==> src/rtl/warp_barrier_unit.sv <==
// Core-local warp barrier table with a single-entry release buffer toward the warp scheduler.
// Define BARRIER_PERF_EN to add the stall-cycle and release performance counters.
module warp_barrier_unit #(
    parameter int NUM_WARPS     = 4,
    parameter int NUM_BARRIERS  = 4,
    parameter int NW_BITS       = (NUM_WARPS > 1) ? $clog2(NUM_WARPS) : 1,
    parameter int NB_BITS       = (NUM_BARRIERS > 1) ? $clog2(NUM_BARRIERS) : 1,
    parameter int PERF_CTR_BITS = 44
) (
    input  logic                     clk,
    input  logic                     reset,
    input  logic                     bar_valid,
    output logic                     bar_ready,
    input  logic [NW_BITS-1:0]       bar_wid,
    input  logic [NB_BITS-1:0]       bar_id,
    input  logic [NW_BITS-1:0]       bar_size_m1,
    output logic                     release_valid,
    input  logic                     release_ready,
    output logic [NB_BITS-1:0]       release_id,
    output logic [NUM_WARPS-1:0]     release_mask,
    output logic [NUM_WARPS-1:0]     stalled_mask,
    output logic                     err_dup,
    output logic                     err_size
`ifdef BARRIER_PERF_EN
    ,
    output logic [PERF_CTR_BITS-1:0] perf_stall_cycles,
    output logic [PERF_CTR_BITS-1:0] perf_releases
`endif
);

    logic                 ent_active [NUM_BARRIERS];
    logic [NW_BITS-1:0]   ent_size   [NUM_BARRIERS];
    logic [NW_BITS:0]     ent_count  [NUM_BARRIERS];
    logic [NUM_WARPS-1:0] ent_mask   [NUM_BARRIERS];

    logic                 req_fire;
    logic [NUM_WARPS-1:0] wid_onehot;
    logic                 sel_active;
    logic [NW_BITS-1:0]   sel_size;
    logic [NW_BITS:0]     sel_count;
    logic [NUM_WARPS-1:0] sel_mask;
    logic [NW_BITS:0]     cnt_next;
    logic                 is_dup;
    logic                 is_last;
    logic                 is_immediate;
    logic                 size_mismatch;
    logic                 new_release;
    logic [NUM_WARPS-1:0] new_release_mask;
    logic                 release_fire;

    assign bar_ready    = !release_valid;
    assign req_fire     = bar_valid && bar_ready;
    assign release_fire = release_valid && release_ready;

    always_comb begin
        wid_onehot       = '0;
        sel_active       = 1'b0;
        sel_size         = '0;
        sel_count        = '0;
        sel_mask         = '0;
        cnt_next         = '0;
        is_dup           = 1'b0;
        is_last          = 1'b0;
        is_immediate     = 1'b0;
        size_mismatch    = 1'b0;
        new_release      = 1'b0;
        new_release_mask = '0;

        wid_onehot    = {{(NUM_WARPS-1){1'b0}}, 1'b1} << bar_wid;
        sel_active    = ent_active[bar_id];
        sel_size      = ent_size[bar_id];
        sel_count     = ent_count[bar_id];
        sel_mask      = ent_mask[bar_id];
        cnt_next      = sel_count + {{NW_BITS{1'b0}}, 1'b1};
        is_dup        = sel_active && ((sel_mask & wid_onehot) != '0);
        // A mismatched size never overrides the size latched by the first arrival.
        is_last       = sel_active && !is_dup && (cnt_next == {1'b0, sel_size});
        is_immediate  = !sel_active && (bar_size_m1 == '0);
        size_mismatch = sel_active && (bar_size_m1 != sel_size);

        new_release      = req_fire && (is_immediate || is_last);
        new_release_mask = is_immediate ? wid_onehot : (sel_mask | wid_onehot);
    end

    always_ff @(posedge clk) begin
        if (reset) begin
            for (int i = 0; i < NUM_BARRIERS; i++) begin
                ent_active[i] <= 1'b0;
                ent_size[i]   <= '0;
                ent_count[i]  <= '0;
                ent_mask[i]   <= '0;
            end
        end else if (req_fire) begin
            if (!sel_active) begin
                if (bar_size_m1 != '0) begin
                    ent_active[bar_id] <= 1'b1;
                    ent_size[bar_id]   <= bar_size_m1;
                    ent_count[bar_id]  <= '0;
                    ent_mask[bar_id]   <= wid_onehot;
                end
            end else if (!is_dup) begin
                if (is_last) begin
                    ent_active[bar_id] <= 1'b0;
                    ent_size[bar_id]   <= '0;
                    ent_count[bar_id]  <= '0;
                    ent_mask[bar_id]   <= '0;
                end else begin
                    ent_count[bar_id] <= cnt_next;
                    ent_mask[bar_id]  <= sel_mask | wid_onehot;
                end
            end
        end
    end

    // New releases only arrive while the buffer is empty, so load and drain never collide.
    always_ff @(posedge clk) begin
        if (reset) begin
            release_valid <= 1'b0;
            release_id    <= '0;
            release_mask  <= '0;
        end else if (new_release) begin
            release_valid <= 1'b1;
            release_id    <= bar_id;
            release_mask  <= new_release_mask;
        end else if (release_fire) begin
            release_valid <= 1'b0;
            release_id    <= '0;
            release_mask  <= '0;
        end
    end

    always_ff @(posedge clk) begin
        if (reset) begin
            err_dup  <= 1'b0;
            err_size <= 1'b0;
        end else begin
            err_dup  <= req_fire && is_dup;
            err_size <= req_fire && size_mismatch;
        end
    end

    always_comb begin
        stalled_mask = '0;
        for (int i = 0; i < NUM_BARRIERS; i++) begin
            if (ent_active[i]) begin
                stalled_mask = stalled_mask | ent_mask[i];
            end
        end
        if (release_valid) begin
            stalled_mask = stalled_mask | release_mask;
        end
    end

`ifdef BARRIER_PERF_EN
    always_ff @(posedge clk) begin
        if (reset) begin
            perf_stall_cycles <= '0;
            perf_releases     <= '0;
        end else begin
            if (stalled_mask != '0) begin
                perf_stall_cycles <= perf_stall_cycles + {{(PERF_CTR_BITS-1){1'b0}}, 1'b1};
            end
            if (release_fire) begin
                perf_releases <= perf_releases + {{(PERF_CTR_BITS-1){1'b0}}, 1'b1};
            end
        end
    end
`endif

endmodule

==> config.mk <==
export PLATFORM = sky130hd
export DESIGN_NAME = warp_barrier_unit
export DESIGN_NICKNAME = d
export VERILOG_FILES = /design/src/rtl/warp_barrier_unit.sv
export SDC_FILE = /design/constraint.sdc
export NUM_CORES = 1
export LEC_CHECK = 0
export ABC_AREA = 0
export CAP_MARGIN = 20
export CORE_UTILIZATION = 30
export CTS_BUF_LIST = sky130_fd_sc_hd__clkbuf_4 sky130_fd_sc_hd__clkbuf_8
export DETAILED_ROUTE_END_ITERATION = 16
export DONT_BUFFER_PORTS = 1
export GPL_TIMING_DRIVEN = 0
export PLACE_DENSITY = 0.52
export SYNTH_ARGS = -nofsm -noshare
export SYNTH_HDL_FRONTEND = slang
export SYNTH_SLANG_ARGS = --single-unit
==> constraint.sdc <==
create_clock -name clk -period 3.4 [get_ports clk]
set_input_delay 0.34 -clock clk [delete_from_list [all_inputs] [get_ports clk]]
set_output_delay 0.34 -clock clk [all_outputs]
set_load 0.05 [all_outputs]
==> results of run 1 <==
[layout by cell type (no fill, tap or decap), drive strengths merged, types with 3 or more instances in the layout]
cell / netlist / layout
or2: 4 / 4
buf: 3 / 7
xnor2: 3 / 3
a21o: 3 / 3
o21ai: 10 / 10
edfxtp: 40 / 40
a22oi: 8 / 8
a21oi: 4 / 4
and3: 5 / 5
clkbuf: 9 / 13
mux4: 9 / 9
inv: 12 / 14
nand2: 24 / 24
nand4: 4 / 4
a222oi: 4 / 4
nor2b: 6 / 6
nand2b: 6 / 6
dfxtp: 9 / 9
nor3: 4 / 4
nor2: 37 / 37
nand3: 3 / 3
a221o: 4 / 4
mux2i: 11 / 11
[through the flow]
| step | instances | utilization | total power, mW |
|---|---|---|---|
| after floorplan | 239 | - | 0.891 |
| after global placement | 347 | 0.325 | 0.942 |
| after detailed placement | 350 | 0.327 | 0.947 |
| after CTS | 358 | 0.339 | 1.33 |
| after global routing | 358 | 0.340 | 1.38 |
| final | 358 | 0.340 | 1.32 |
[per-layer routing]
| layer | track usage | part of all wire |
|---|---|---|
| met3 | 0.0303 | 0.057 |
| met2 | 0.258 | 0.49 |
| met5 | 0 | 0 |
| met4 | 0.0344 | 0.0083 |
| met1 | 0.206 | 0.45 |
[area by class of cell]
cell class / count / share of cell area
inverters: 12 / 0.0153
flip-flops and latches: 49 / 0.468
plain buffers: 12 / 0.0204
clock buffers: 5 / 0.0233
well taps: 108 / 0.0458
clock inverters: 3 / 0.00976
repair buffers: 3 / 0.00594
multi-input cells: 166 / 0.411
[state kept, by name, summed over array words and instances (netlist names)]
| register | count |
|---|---|
| ent_active | 4 |
| ent_count | 12 |
| ent_mask | 16 |
| ent_size | 8 |
| err_dup | 1 |
| err_size | 1 |
| release_id | 2 |
| release_mask | 4 |
| release_valid | 1 |
[logic make-up (layout without fill, tap and decap cells)]
| logic type | count (synthesis) | count (layout) | synth area share |
|---|---|---|---|
| and+or+nand+nor | 97 | 97 | 0.168 |
| DFF | 49 | 49 | 0.514 |
| AOI/OAI and AO/OA | 43 | 43 | 0.136 |
| buffers and inverters | 24 | 35 | 0.0382 |
| muxes | 21 | 21 | 0.123 |
| xor gates and xnor gates | 4 | 4 | 0.0158 |
| adders and majority gates | 1 | 1 | 0.00465 |
[what timing repair did]
action / 4_1_cts / 5_1_grt
gates cloned: 0 / 0
endpoints found under the setup margin: 25 / 19
gates resized for setup: 6 / 5
[report_power, final]
group          total, mW  internal [mW]  switching [mW]
combinational      0.215         0.0766           0.138
sequential         0.719          0.681          0.0381
clock              0.383          0.154           0.228
total               1.32          0.912           0.405
[worst max-delay path: cells and delay by family, from the launching register on]
kind,cells,cell delay (ns)
DFF,1,0.38
and+or+nand+nor,2,0.30
AOI/OAI and AO/OA,3,1.11
muxes,2,0.89
adders and majority gates,1,0.29
[worst paths after layout]
check	from	to	slack (ns)	depth (start not counted)
worst min register to register	release_id[1]	release_id[1]	0.78	2
worst max-delay path	ent_count[0][0]	ent_size[0][0]	0.10	8
worst max register to register	ent_count[0][0]	ent_size[0][0]	0.10	8
worst min-delay path	reset	release_valid	0.09	1
==> key figures, run 1 <==
Synth
  – Synth Flop Type: edfxtp_1
  – Ys async rst share: 0
  – Mean Syn Cell Area: 11.3 sq um
  – Synthesized area: 2690 sq um
  – EDFF count, synth: 40
  – Synthesis-stage register bit count: 49
  – Cells after Synth: 239
  – Synth area leaders: edfxtp_1 (45%), dfxtp_1 (6.7%), mux4_2 (6.7%)
  – Register area share after synthesis: 0.514
  – Netlist cell types: 41
  – Most numerous cell in the Yosys netlist: edfxtp_1
  – Top cell type's share of synthesized area: 0.447
  – Post-synth top cells: edfxtp_1 (40), nor2_1 (37), nand2_1 (24)
  – Yosys Warn Count: 0
  – Synth Net Count: 250
  – Post-synth top area cell: edfxtp_1

Place
  – Count of input and output buffers: 0
  – Placement Cell Area: 2840 sq um
  – Post-DP HPWL: 5200 microns
  – RD Place Congestion: 0.758
  – Place WS: -0.696 ns

CTS
  – H-tree depth: 2
  – Clock latency on the worst-skew pair: 0.31 ns
  – Clk root buf: clkbuf_8
  – CTS tree: built
  – Reg clk slew, reported paths: 0.10 ns
  – Hold-fix buffer count after cts: 0
  – Max Buffers Root-to-Sink: 2
  – Setup Fix Bufs, Post-CTS: 0
  – Clock sink total: 49
  – Number of buffers created by CTS: 5

STA
  – Period utilization: 0.970
  – Final WS setup: 0.103 ns
  – Clk_skew: 0.00581 ns
  – Final min period: 3.30 ns
  – Final setup TNS: 0 ns
  – Slew margin rel.: 0.434
  – Highest Clock Rate: 303 MHz
  – RSZ-0062 raised after global routing: true
  – Final setup violation count: 0
  – Fin. Hold Viols: 0
  – Final Hold Slack: 0.0860 ns
  – Worst-margin pin slew: 0.843 ns
  – Slew Viols, Final: 0

Detailed routing
  – WL/cell: 19.1 microns
  – WL final: 6840 microns
  – Via density: 5.25
  – DRC Markers: 0
  – DRT iter0 DRCs: 127
  – Vias: 1881
  – Antenna viol nets, final: 0
  – Pre-antenna DRT Iters: 4

Setup path
  – Worst-path maximum fanout: 5
  – Worst path required time: 3.38 ns
  – Critical path arrival: 3.28 ns
  – CP Capture Type: flop
  – WS Path Type: flop to flop
  – Cell Chain, Critical Path: mux4_1 > ha_1 > nand2b_1 > mux2_4 > a211oi_4 > o2111a_1 > nor2_1 > o21ai_1
  – CP max stage cell: mux4_1
  – Startpoint types: flop
  – Slowest cell delay on critical path: 0.60 ns

Finish
  – Layout Nets: 260
  – Final instance area: 2950 sq um
  – Antenna cells: 0
  – Storage cell area: 1380 sq um
  – Layout area overhead: 9.68%
  – Share of cells above drive strength 1: 0.144
  – Layout filler cell count: 897
  – Multi-input logic area: 1210 sq um

Floorplan
  – # IOs: 24
  – Die area: 9350 sq um
  – Core Footprint: 8680 sq um
  – Site row count: 34
  – Horiz. Die Dim: 96.7 microns
  – Die height: 96.7 microns
  – Initial Util: 0.310

Pwr
  – Leakage power: 1.14 nW
  – Pwr dens: 446 nW/um^2
  – Max IR drop VDD: 207 uV

Status
  – Status: completed

GRT
  – Global-route wire length before repair: 11100 microns
  – Largest net degree at the start of global routing: 19
  – Vias in the first global route: 1982
  – Initial antenna violation count: 0
  – Gr ovfl total: 0
  – Total Routing Usage GR: 0.154

Worst hold path
  – Hold crit path type: input pin to flop

Run
  – Max-Cap Viols: 0
No activity file was read; power rests on OpenSTA's default activity.
==> inputs of run 2 (changes only) <==
--- a/config.mk
+++ b/config.mk
@@ -12,7 +12,7 @@
 export DETAILED_ROUTE_END_ITERATION = 16
 export DONT_BUFFER_PORTS = 1
 export GPL_TIMING_DRIVEN = 0
-export PLACE_DENSITY = 0.52
+export PLACE_DENSITY = 0.51
 export SYNTH_ARGS = -nofsm -noshare
 export SYNTH_HDL_FRONTEND = slang
 export SYNTH_SLANG_ARGS = --single-unit
==> constraint.sdc (replaced) <==
create_clock -name clk -period 3.9 [get_ports clk]
set_input_delay 0.39 -clock clk [delete_from_list [all_inputs] [get_ports clk]]
set_output_delay 0.39 -clock clk [all_outputs]
set_load 0.05 [all_outputs]
==> run 2 against run 1 <==
  * Critical path type is now input pin to flop
  * Register-to-register slack improved by 0.39 ns
  * Clock power decreased by 11%
  * Sequential power shrank 13%
  * Critical endpoint is now ent_size[3][1]
  * Final area shrank 0.21%
  * Die area unchanged
  * Setup slack improved by 0.21 ns
  * Sequential cell count stayed put
==> key figures, run 2 (synthesis gave the netlist of run 1 again) <==
Detailed routing
  – WL/cell: 19.4 microns
  – DRT iter0 DRCs: 156
  – Antenna viol nets, final: 0
  – DRC Markers: 0
  – Vias: 1962
  – Pre-antenna DRT Iters: 4
  – Via density: 5.48
  – WL final: 6950 microns

Place
  – RD Place Congestion: 0.763
  – Count of input and output buffers: 0
  – Placement Cell Area: 2850 sq um
  – Post-DP HPWL: 5190 microns
  – Placed insts: 351
  – Place WS: -0.269 ns

STA
  – Highest Clock Rate: 279 MHz
  – Fin. Hold Viols: 0
  – Final min period: 3.59 ns
  – Slew margin rel.: 0.453
  – RSZ-0062 raised after global routing: false
  – Final setup violation count: 0
  – Period utilization: 0.921
  – Final setup TNS: 0 ns
  – Final WS setup: 0.310 ns
  – Final Hold Slack: 0.120 ns
  – Clk_skew: 0.0146 ns
  – Slew Viols, Final: 0
  – Worst-margin pin slew: 0.814 ns

Finish
  – Layout area overhead: 9.45%
  – Biggest regs: ent_mask (16), ent_count (12), ent_size (8)
  – Multi-input logic area: 1200 sq um
  – Storage cell area: 1380 sq um
  – Antenna cells: 0
  – Commonest non-fill, non-tap cell in the layout: edfxtp_1
  – Most frequent cells in the layout: edfxtp_1 (40), nor2_1 (37), nand2_1 (24), inv_1 (12), mux2i_1 (11)
  – Finished Layout Cells: 358
  – Reg with most FFs: ent_mask
  – Layout Nets: 260
  – Final Core Density: 0.339
  – Largest register FFs: 16
  – Share of cells above drive strength 1: 0.132
  – Final instance area: 2940 sq um
  – Layout filler cell count: 898

Worst hold path
  – Worst Hold Depth: 1
  – Hold wc startpoint: reset
  – Hold Crit Endpoint: release_valid
  – Hold crit path type: input pin to flop

Run
  – Max-Cap Viols: 0

Setup path
  – FF-to-FF path depth: 8
  – CP max stage cell: clkbuf_1
  – Startpoint types: input pin
  – FF-to-FF setup slack: 0.49 ns
  – Worst path required time: 3.85 ns
  – Critical path arrival: 3.54 ns
  – End of the worst register-to-register path: ent_size[3][1]
  – CP Capture Type: flop
  – Cell Chain, Critical Path: buf_4 > clkbuf_1 > mux4_2 > ha_1 > nand2b_1 > mux2_4 > a211oi_4 > o2111a_1 > nor2_1 > o21ai_0
  – WS Path Type: input pin to flop
  – Slowest cell delay on critical path: 0.51 ns
  – Worst-path maximum fanout: 10
  – Reg2Reg Launch Point: ent_count[0][0]

GRT
  – Vias in the first global route: 1937
  – Total Routing Usage GR: 0.153
  – Global-route wire length before repair: 11100 microns
  – Gr ovfl total: 0
  – Initial antenna violation count: 0
  – Largest net degree at the start of global routing: 19

CTS
  – Post-CTS Resized: 0
  – Clock latency on the worst-skew pair: 0.32 ns
  – Max Buffers Root-to-Sink: 2
  – Setup Fix Bufs, Post-CTS: 0
  – Hold-fix buffer count after cts: 0
  – Clock sink total: 49
  – Clk root buf: clkbuf_8
  – Number of buffers created by CTS: 5
  – H-tree depth: 2
  – Reg clk slew, reported paths: 0.11 ns
  – CTS tree: built

Floorplan
  – Core Footprint: 8680 sq um
  – # IOs: 24
  – Horiz. Die Dim: 96.7 microns
  – Die area: 9350 sq um
  – Site row count: 34
  – Die height: 96.7 microns
  – Initial Util: 0.310

Pwr
  – Overall power: 1.15 mW
  – Pwr dens: 392 nW/um^2
  – Max IR drop VDD: 154 uV
  – Leakage power: 1.13 nW

Status
  – Status: completed
## run 2: cell counts in the layout (fill, tap and decap cells not counted)
Identical to the previous run, type by type.
## run 2: where the power goes
group	leakage (nW)	switching, mW	internal [mW]
sequential	0.487	0.0339	0.594
clock	0.0506	0.206	0.135
combinational	0.597	0.120	0.0666
total	1.13	0.359	0.795
## run 2: final cells by class
class,count,share of cell area
Clock buffer,5,0.0234
Timing Repair Buffer,4,0.00850
Buffer,11,0.0183
Clock inverter,3,0.00978
Inverter,12,0.0153
Tap cell,108,0.0459
Sequential cell,49,0.469
Multi-Input combinational cell,166,0.409
## run 2: layer usage
layer,vias to the layer above,global-route usage,routed length (microns)
met5,-,0,0
met4,0,0.0459,59
met3,6,0.0383,420
met2,62,0.249,3360
met1,984,0.200,3110
li1,910,-,-
## run 2: worst max-delay path, delay by kind of cell
family                   cells  cell delay, ns
AO/OA/AOI/OAI                3            1.24
adder cells (fa/ha/maj)      1            0.24
buffers and inverters        2            0.69
multiplexers                 2            0.70
AND/OR/NAND/NOR              2            0.27
## run 2: worst max-delay path by stage
stage / start / slack [ns] / endpoint / cells past startpoint
CTS: bar_id[0] / 0.06 / ent_size[3][1] / 10
detailed placement: bar_id[0] / -0.27 / ent_size[3][1] / 10
floorplan: bar_id[0] / 0.54 / ent_active[2] / 10
global route: bar_id[1] / 0.15 / ent_size[3][0] / 10
global placement: bar_id[0] / -0.19 / ent_size[3][1] / 10
finish: bar_id[1] / 0.31 / ent_size[3][1] / 10
